**src/rtl/soc_mem_pkg.sv**
```systemverilog
// Shared definitions for the core-to-SRAM bridge: load/store size codes,
// bridge FSM states and the post-reset instruction word.
package soc_mem_pkg;

  localparam logic [2:0] MEM_B  = 3'b000;
  localparam logic [2:0] MEM_H  = 3'b001;
  localparam logic [2:0] MEM_W  = 3'b010;
  localparam logic [2:0] MEM_BU = 3'b100;
  localparam logic [2:0] MEM_HU = 3'b101;

  localparam logic [31:0] RESET_INSTR = 32'h0000_0013;

  typedef enum logic [1:0] {
    IDLE,
    IWAIT,
    DWAIT,
    RESP
  } bridge_state_t;

endpackage

```
**src/rtl/lsu_align.sv**
```systemverilog
// Combinational lane logic: store strobes/replicated data, load lane select
// with sign/zero extension, and alignment/size-code legality.
module lsu_align
  import soc_mem_pkg::*;
(
  input  logic [1:0]  addr_lo,
  input  logic [2:0]  flag,
  input  logic [31:0] store_data,
  input  logic [31:0] rdata,
  output logic [3:0]  wstrb,
  output logic [31:0] lane_data,
  output logic [31:0] load_data,
  output logic        err
);

  logic [31:0] shifted;

  assign shifted = rdata >> {addr_lo, 3'b000};

  always_comb begin
    wstrb     = 4'b0000;
    lane_data = store_data;
    load_data = 32'h0;
    err       = 1'b0;
    case (flag)
      MEM_B, MEM_BU: begin
        wstrb     = 4'b0001 << addr_lo;
        lane_data = {4{store_data[7:0]}};
        load_data = (flag == MEM_B) ? {{24{shifted[7]}}, shifted[7:0]}
                                    : {24'h0, shifted[7:0]};
      end
      MEM_H, MEM_HU: begin
        wstrb     = 4'b0011 << addr_lo;
        lane_data = {2{store_data[15:0]}};
        load_data = (flag == MEM_H) ? {{16{shifted[15]}}, shifted[15:0]}
                                    : {16'h0, shifted[15:0]};
        err       = addr_lo[0];
      end
      MEM_W: begin
        wstrb     = 4'b1111;
        load_data = rdata;
        err       = (addr_lo != 2'b00);
      end
      default: err = 1'b1;
    endcase
  end

endmodule

```
**src/rtl/core_mem_bridge.sv**
```systemverilog
// Arbitrates rv32i_core fetch and load/store ports onto one synchronous
// SRAM word port; data requests win over fetch, every access ends in RESP.
module core_mem_bridge
  import soc_mem_pkg::*;
#(
  parameter int          MEM_WORDS   = 4096,
  parameter logic [31:0] BASE_ADDR   = 32'h0000_0000,
  parameter logic [31:0] RESET_INSTR = soc_mem_pkg::RESET_INSTR
) (
  input  logic                         clk,
  input  logic                         rst,
  input  logic [31:0]                  instr_addr,
  output logic [31:0]                  instr_data,
  output logic                         instr_ready,
  input  logic [31:0]                  mem_addr,
  input  logic [31:0]                  mem_wdata,
  input  logic [2:0]                   mem_flag,
  input  logic                         mem_we,
  input  logic                         mem_re,
  output logic [31:0]                  mem_data,
  output logic                         mem_ready,
  output logic                         misalign_err,
  output logic                         sram_en,
  output logic                         sram_we,
  output logic [$clog2(MEM_WORDS)-1:0] sram_addr,
  output logic [3:0]                   sram_wstrb,
  output logic [31:0]                  sram_wdata,
  input  logic [31:0]                  sram_rdata
);

  localparam int          AW        = $clog2(MEM_WORDS);
  localparam logic [32:0] MEM_BYTES = 33'(MEM_WORDS) * 33'd4;

  bridge_state_t state, state_next;

  logic        data_req;
  logic [31:0] acc_addr;
  logic [32:0] offset;
  logic        range_ok;
  logic        acc_err;
  logic        issue;
  logic        issue_we;
  logic [3:0]  lane_strb;
  logic [31:0] lane_data;
  logic [31:0] load_ext;
  logic        align_err;

  lsu_align u_lsu_align (
    .addr_lo    (mem_addr[1:0]),
    .flag       (mem_flag),
    .store_data (mem_wdata),
    .rdata      (sram_rdata),
    .wstrb      (lane_strb),
    .lane_data  (lane_data),
    .load_data  (load_ext),
    .err        (align_err)
  );

  assign data_req = mem_we | mem_re;
  assign acc_addr = data_req ? mem_addr : instr_addr;
  // 33-bit offset so an address below BASE_ADDR shows up as a borrow.
  assign offset   = {1'b0, acc_addr} - {1'b0, BASE_ADDR};
  assign range_ok = !offset[32] && (offset < MEM_BYTES);
  assign acc_err  = !range_ok || (data_req ? align_err : (instr_addr[1:0] != 2'b00));

  always_ff @(posedge clk or posedge rst) begin
    if (rst) state <= IDLE;
    else     state <= state_next;
  end

  always_comb begin
    state_next = state;
    issue      = 1'b0;
    issue_we   = 1'b0;
    case (state)
      IDLE: begin
        if (acc_err) begin
          state_next = RESP;
        end else if (mem_we) begin
          issue      = 1'b1;
          issue_we   = 1'b1;
          state_next = RESP;
        end else if (mem_re) begin
          issue      = 1'b1;
          state_next = DWAIT;
        end else begin
          issue      = 1'b1;
          state_next = IWAIT;
        end
      end
      IWAIT, DWAIT: state_next = RESP;
      RESP:         state_next = IDLE;
      default:      state_next = IDLE;
    endcase
  end

  assign sram_en    = issue & ~rst;
  assign sram_we    = issue_we & ~rst;
  assign sram_wstrb = sram_we ? lane_strb : 4'b0000;
  assign sram_wdata = lane_data;
  assign sram_addr  = offset[AW+1:2];

  // Core-side results are registered; ready pulses line up with RESP.
  always_ff @(posedge clk or posedge rst) begin
    if (rst) begin
      instr_data   <= RESET_INSTR;
      instr_ready  <= 1'b0;
      mem_data     <= 32'h0;
      mem_ready    <= 1'b0;
      misalign_err <= 1'b0;
    end else begin
      instr_ready <= 1'b0;
      mem_ready   <= 1'b0;
      case (state)
        IDLE: begin
          if (acc_err) begin
            misalign_err <= 1'b1;
            if (data_req) begin
              mem_data  <= 32'h0;
              mem_ready <= 1'b1;
            end else begin
              instr_data  <= 32'h0;
              instr_ready <= 1'b1;
            end
          end else if (mem_we) begin
            mem_ready <= 1'b1;
          end
        end
        IWAIT: begin
          instr_data  <= sram_rdata;
          instr_ready <= 1'b1;
        end
        DWAIT: begin
          mem_data  <= load_ext;
          mem_ready <= 1'b1;
        end
        default: ;
      endcase
    end
  end

endmodule

```
**config.mk**
```make
export PLATFORM = sky130hd
export DESIGN_NAME = core_mem_bridge
export DESIGN_NICKNAME = d
export VERILOG_FILES = /design/src/rtl/soc_mem_pkg.sv /design/src/rtl/lsu_align.sv /design/src/rtl/core_mem_bridge.sv
export SDC_FILE = /design/constraint.sdc
export NUM_CORES = 1
export LEC_CHECK = 0
export ABC_AREA = 1
export CORE_MARGIN = 8
export CORE_UTILIZATION = 41
export CTS_BUF_LIST = sky130_fd_sc_hd__clkbuf_4
export DETAILED_ROUTE_END_ITERATION = 8
export PLACE_DENSITY = 0.92
export SLEW_MARGIN = 20
export SYNTH_ARGS = -nofsm -noshare
export SYNTH_HDL_FRONTEND = slang
export SYNTH_SLANG_ARGS = --single-unit
```
**constraint.sdc**
```tcl
create_clock -name clk -period 2.43 [get_ports clk]
set_input_delay 0.486 -clock clk [delete_from_list [all_inputs] [get_ports clk]]
set_output_delay 0.486 -clock clk [all_outputs]
set_load 0.01 [all_outputs]
```
==> reports/qor.yml, run 1 <==
clock_network:
  cts-root-buf: "clkbuf_4"
  clkSinkCount: 69
  cts_buffer_depth: 2
  clock_latency_ns: 0.44
  cts_tree: "yes"
  cts_hold_buf: 0
  path_clk_slew_ns: 0.10
  htreeDepth: 3
  cts_buffers: 9
critical_path:
  startpoint_type: "input port"
  critPathMaxFanout: 4
  crit_path_top_delay_cell: "dlygate4sd2_1"
  arrival_ns: 1.85
  worstSetupEndpointType: "output port"
  crit_required_ns: 1.94
  critPathKind: "in2out"
  crit_path_cell_trace: "dlygate4sd2_1 -> nor2_1 -> nand2_1 -> nor2_1 -> nand2_1 -> nand2_2 -> nand4_1 -> nor2_2 -> nand2_2 -> buf_6 -> nor2_4 -> buf_6"
  cp_top_family: "simple AND/OR/NAND/NOR gates"
  path_buf_inv: 3
  cpPeakStageDelay_ns: 0.23
layout:
  register_area_mm2: 0.001730
  area_growth_pct: 61.68
  layout-drive-gt1-share_pct: 11.47
  fin_util_pct: 67.19
  fillCellCount: 991
  multiInputGateArea_mm2: 0.002490
  nets: 1136
yosys:
  synth_edf_count: 0
  synth_xor_area_share_pct: 0
  synth_compound_area_share_pct: 4.947
  postSynthCellCount: 736
  synthTopCellsByCount: "nand2_1, nand3_1, dfrtp_1"
  ys.flop_type: "dfrtp_1"
  ys_ff_latch: 69
  synthMuxAreaShare_pct: 0
  synth_simple_gate_area_share_pct: 46.20
  syn-num-nets: 874
  yosys.area.top_type: "dfrtp_1"
  ys_async_sr_fraction_pct: 100.0
  yosys-top-cells-area: "dfrtp_1, nand2_1, nand3_1, inv_1, nor2_1"
  syn_area_per_cell_um2: 6.392
  ys_warn_count: 0
  synth-seq-area-share_pct: 36.78
  synth_fa_ha_area_share_pct: 0.7979
  synth_top_area_share_pct: 35.11
  yosysMostFrequentCell: "nand2_1"
  synth_top_family_by_area: "simple AND/OR/NAND/NOR gates"
  syn_area_mm2: 0.004705
  synth_cell_types: 28
timing:
  period_needed_ns: 2.337
  fmax_mhz: 427.8
  post-route-period-util_pct: 96.19
  final-hold-violation-count: 0
  slew_viol_final: 0
  setup_viol_count_final: 0
  max_slew_margin_pct: 67.55
  rsz0062_at_grt: "yes"
  tightest_slew_ns: 0.4855
  final.setup_skew_ns: 0.01071
global_routing:
  grt_max_degree: 70
  gr-total-overflow: 0
  grt_pass1_wl_um: 30740
  grt_use_total_pct: 26.15
  antenna_found_initial: 1
  first_global_vias: 6015
place:
  io_buffers: 251
  gp_congestion: 0.8990
  place_hpwl_um: 16020
die:
  ios: 252
  rows: 39
  start_util_pct: 41.56
  die_w_um: 123.1
  die-area_mm2: 0.01516
  core_mm2: 0.01132
  die_h_um: 123.1
drt:
  drtPass1Iterations: 5
  vias: 5860
  drt_iter0_drc: 529
  drc: 0
  ant_nets: 0
  wl_per_cell_um: 17.16
  routed_wl_um: 19680
  vias_per_cell: 5.109
power:
  p_leak_uw: 0.004047
  power_density_mw_per_mm2: 747.9
  irDropWorstVdd_uv: 606.2
  power_uw: 5689
job:
  maxCapViolations: 0
status:
  status: "finished, final reports clean"
worst_hold_path:
  hp-class: "in2reg"
logic make-up after synthesis:
group	count (synthesis)
AO/OA/AOI/OAI	42
adder cells (fa/ha/maj)	3
buffers and inverters	113
flip-flops	69
AND/OR/NAND/NOR	509
cells in the final DEF, fill, tap and decap left out, drive strengths merged, types with 4 or more instances in the layout:
cell,netlist,routed
a21oi,8,8
buf,30,53
clkbuf,20,19
clkdlybuf4s15,0,18
clkdlybuf4s50,0,182
clkinv,1,4
dfrtp,66,66
dlygate4sd2,0,39
inv,62,62
nand2,324,324
nand3,126,126
nand4,5,5
nor2,51,51
o211ai,7,7
o21ai,24,24
per-stage QoR:
stage | std cells | area (um^2) | TNS, ns | worst slack [ns] | hold slack [ns]
detailed placement | 1124 | 7457 | -13.06 | -0.6309 | 0.4540
global placement | 1124 | 7457 | -11.46 | -0.5514 | 0.4532
finish | 1147 | 7606 | 0 | 0.09259 | 0.3409
global route | 1147 | 7606 | -0.01672 | -0.01672 | 0.3467
CTS | 1145 | 7564 | 0 | 0.002249 | 0.4312
floorplan | 736 | 4705 | 0 | 0.2091 | 0.4889
sequential cells by signal, indices dropped and copies added, names as in the netlist:
name and count:
instr_ready 1, mem_data 32, mem_ready 1, misalign_err 1, state 2, instr_data 32
where the power goes:
| part | switching, uW | leakage [uW] | total [uW] | internal [uW] |
|---|---|---|---|---|
| Clock | 413 | 0.0000743 | 743 | 330 |
| Combinational | 1710 | 0.00305 | 3120 | 1410 |
| Sequential | 248 | 0.000921 | 1820 | 1580 |
tightest hold or removal path, delay by kind of cell:
kind / cells / cell delay (ns)
buffers and inverters: 1 / 0.11
AND/OR/NAND/NOR: 3 / 0.14
layout make-up:
| cell class | instances | share of cell area (%) |
|---|---|---|
| inverter | 63 | 3.109 |
| timing repair buffer | 301 | 37.26 |
| multi-input combinational | 554 | 32.74 |
| sequential | 69 | 22.75 |
| clock inverter | 5 | 0.6745 |
| antenna | 1 | 0.03290 |
| tap | 143 | 2.352 |
| clock buffer | 11 | 1.086 |
final timing paths:
check / startpoint / to / slack [ns] / cells past startpoint
max: instr_addr[22] / sram_wstrb[2] / 0.09 / 12
min reg2reg: misalign_err / misalign_err / 0.48 / 2
max reg2reg: state[0] / mem_data[22] / 0.54 / 8
max in group asynchronous: rst / instr_data[1] / 1.49 / 4
min in group asynchronous: rst / mem_ready / 0.59 / 4
min: mem_re / state[0] / 0.34 / 4
routing by layer:
layer  GRT usage [%]  wire length, um  vias to the layer above
met5               0                0                        -
met4           15.65              893                        0
met3           6.986             1683                       63
met2           47.52            10280                      292
met1           26.34             6824                     2677
li1                -                -                     2828
repair_timing:
item | in CTS | in global routing
setup endpoints to repair | 42 | 20
buffers inserted | 5 | 1
pin swaps | 46 | 36
gates resized for setup | 95 | 46
Note: power is estimated with default switching activity, not from simulation.
==> inputs of run 2 (changes only) <==
--- a/config.mk
+++ b/config.mk
@@ -11,6 +11,7 @@
 export CTS_BUF_LIST = sky130_fd_sc_hd__clkbuf_4
 export DETAILED_ROUTE_END_ITERATION = 8
 export PLACE_DENSITY = 0.92
+export SKIP_LAST_GASP = 1
 export SLEW_MARGIN = 20
 export SYNTH_ARGS = -nofsm -noshare
 export SYNTH_HDL_FRONTEND = slang
==> reports/qor.yml, run 2 (synthesized netlist as in run 1, its figures left out) <==
power:
  p_comb_share_pct: 54.9
  power_density_mw_per_mm2: 747.0
  p_seq_share_pct: 32.1
  clock_power_share_pct: 13.0
  p_int_uw: 3320
  power_switching_uw: 2365
  irDropWorstVdd_uv: 605.6
  power_uw: 5684
  p_sw_share_pct: 41.60
  p_leak_uw: 0.004050
critical_path:
  critPathKind: "in2out"
  startpoint_type: "input port"
  crit_path_cell_trace: "dlygate4sd2_1 -> nor2_1 -> nand2_1 -> nor2_1 -> nand2_1 -> nand2_2 -> nand4_1 -> nor2_2 -> nand2_2 -> buf_6 -> nor2_4 -> buf_6"
  crit_path_top_delay_cell: "dlygate4sd2_1"
  critPathMaxFanout: 4
  crit_required_ns: 1.94
  r2r_start: "state[0]"
  arrival_ns: 1.85
  cpPeakStageDelay_ns: 0.23
  crit_path_start: "instr_addr[22]"
  worstSetupEndpointType: "output port"
clock_network:
  clock_latency_ns: 0.43
  path_clk_slew_ns: 0.10
  cts_tree: "yes"
  cts_hold_buf: 0
  cts_buffers: 9
  cts_buffer_depth: 2
  clkSinkCount: 69
  htreeDepth: 3
  cts-root-buf: "clkbuf_4"
global_routing:
  grt_use_total_pct: 26.15
  grt_max_degree: 70
  grt_pass1_wl_um: 30740
  first_global_vias: 6015
  antenna_found_initial: 1
  gr-total-overflow: 0
die:
  die_w_um: 123.1
  core_mm2: 0.01132
  start_util_pct: 41.56
  die_h_um: 123.1
  ios: 252
  rows: 39
  die-area_mm2: 0.01516
timing:
  final-hold-violation-count: 0
  holdWs_ns: 0.3410
  post-route-period-util_pct: 96.16
  rsz0062_at_grt: "yes"
  max_slew_margin_pct: 67.24
  setup_viol_count_final: 0
  period_needed_ns: 2.337
  slew_viol_final: 0
  final.setup_skew_ns: 0.01039
  fmax_mhz: 428.0
  tns_ns: 0
  tightest_slew_ns: 0.4902
drt:
  drtPass1Iterations: 5
  ant_nets: 0
  drc: 0
  wl_per_cell_um: 17.15
  vias_per_cell: 5.102
  vias: 5852
  drt_iter0_drc: 533
  routed_wl_um: 19670
layout:
  nets: 1136
  area_growth_pct: 61.76
  fin_area_mm2: 0.007610
  final_cell_mix: "nand2_1, clkdlybuf4s50_1, nand3_1"
  multiInputGateArea_mm2: 0.002490
  stdcell_count: 1147
  mostFrequentLayoutCell: "nand2_1"
  reg_top3: "instr_data (32), mem_data (32), state (2)"
  layout-drive-gt1-share_pct: 11.27
  register_area_mm2: 0.001730
  fillCellCount: 991
place:
  gp_congestion: 0.8990
  io_buffers: 251
  place_hpwl_um: 16020
  placed_area_mm2: 0.007457
  dp_cells: 1124
worst_hold_path:
  hp-class: "in2reg"
  min_from: "mem_re"
job:
  maxCapViolations: 0
status:
  status: "finished, final reports clean"
-- run 2: repair_timing --
item,CTS,global route
endpoints found under the setup margin,42,20
setup buffers,5,1
gates resized for setup,95,43
pin swaps,46,35
-- run 2: area by class of cell --
cell class / instances / share of cell area, %
antenna: 1 / 0.03288
clock buffer: 11 / 1.085
clock inverter: 5 / 0.6741
inverter: 63 / 3.108
multi-input combinational: 554 / 32.72
sequential: 69 / 22.74
tap: 143 / 2.351
timing repair buffer: 301 / 37.29
-- run 2: stage by stage --
stage / setup WS, ns / utilization [%]
floorplan: 0.2091 / -
global placement: -0.5514 / 65.87
detailed placement: -0.6309 / 65.87
CTS: 0.002249 / 66.81
global route: -0.02233 / 67.22
finish: 0.09333 / 67.22
-- run 2: critical path: cells and delay by family --
family | cells | cell delay [ns]
simple gates | 9 | 0.84
buf+inv | 3 | 0.50
-- run 2: path summary, 6_finish.rpt --
kind                            endpoint  slack, ns  cells past startpoint
max                        sram_wstrb[2]       0.09                     12
min                             state[0]       0.34                      4
max reg2reg                 mem_data[22]       0.52                      8
min reg2reg                 misalign_err       0.48                      2
max in group asynchronous  instr_data[1]       1.49                      4
min in group asynchronous      mem_ready       0.59                      4
-- run 2: layer usage --
layer | up-vias | wire (um) | GRT usage, % | share of wire, %
li1 | 2830 | - | - | -
met1 | 2664 | 6770 | 26.34 | 34
met2 | 297 | 10290 | 47.52 | 52
met3 | 61 | 1697 | 6.986 | 8.6
met4 | 0 | 911 | 15.65 | 4.6
met5 | - | 0 | 0 | 0
-- run 2: power by group through the flow --
stage | registers, uW | logic (uW) | clock network [uW]
3_3_place_gp | 1830 | 3060 | 0
4_1_cts | 1820 | 3110 | 755
2_1_floorplan | 2000 | 1470 | 0
3_5_place_dp | 1840 | 3130 | 0
5_1_grt | 1880 | 3410 | 807
6_report | 1820 | 3120 | 742
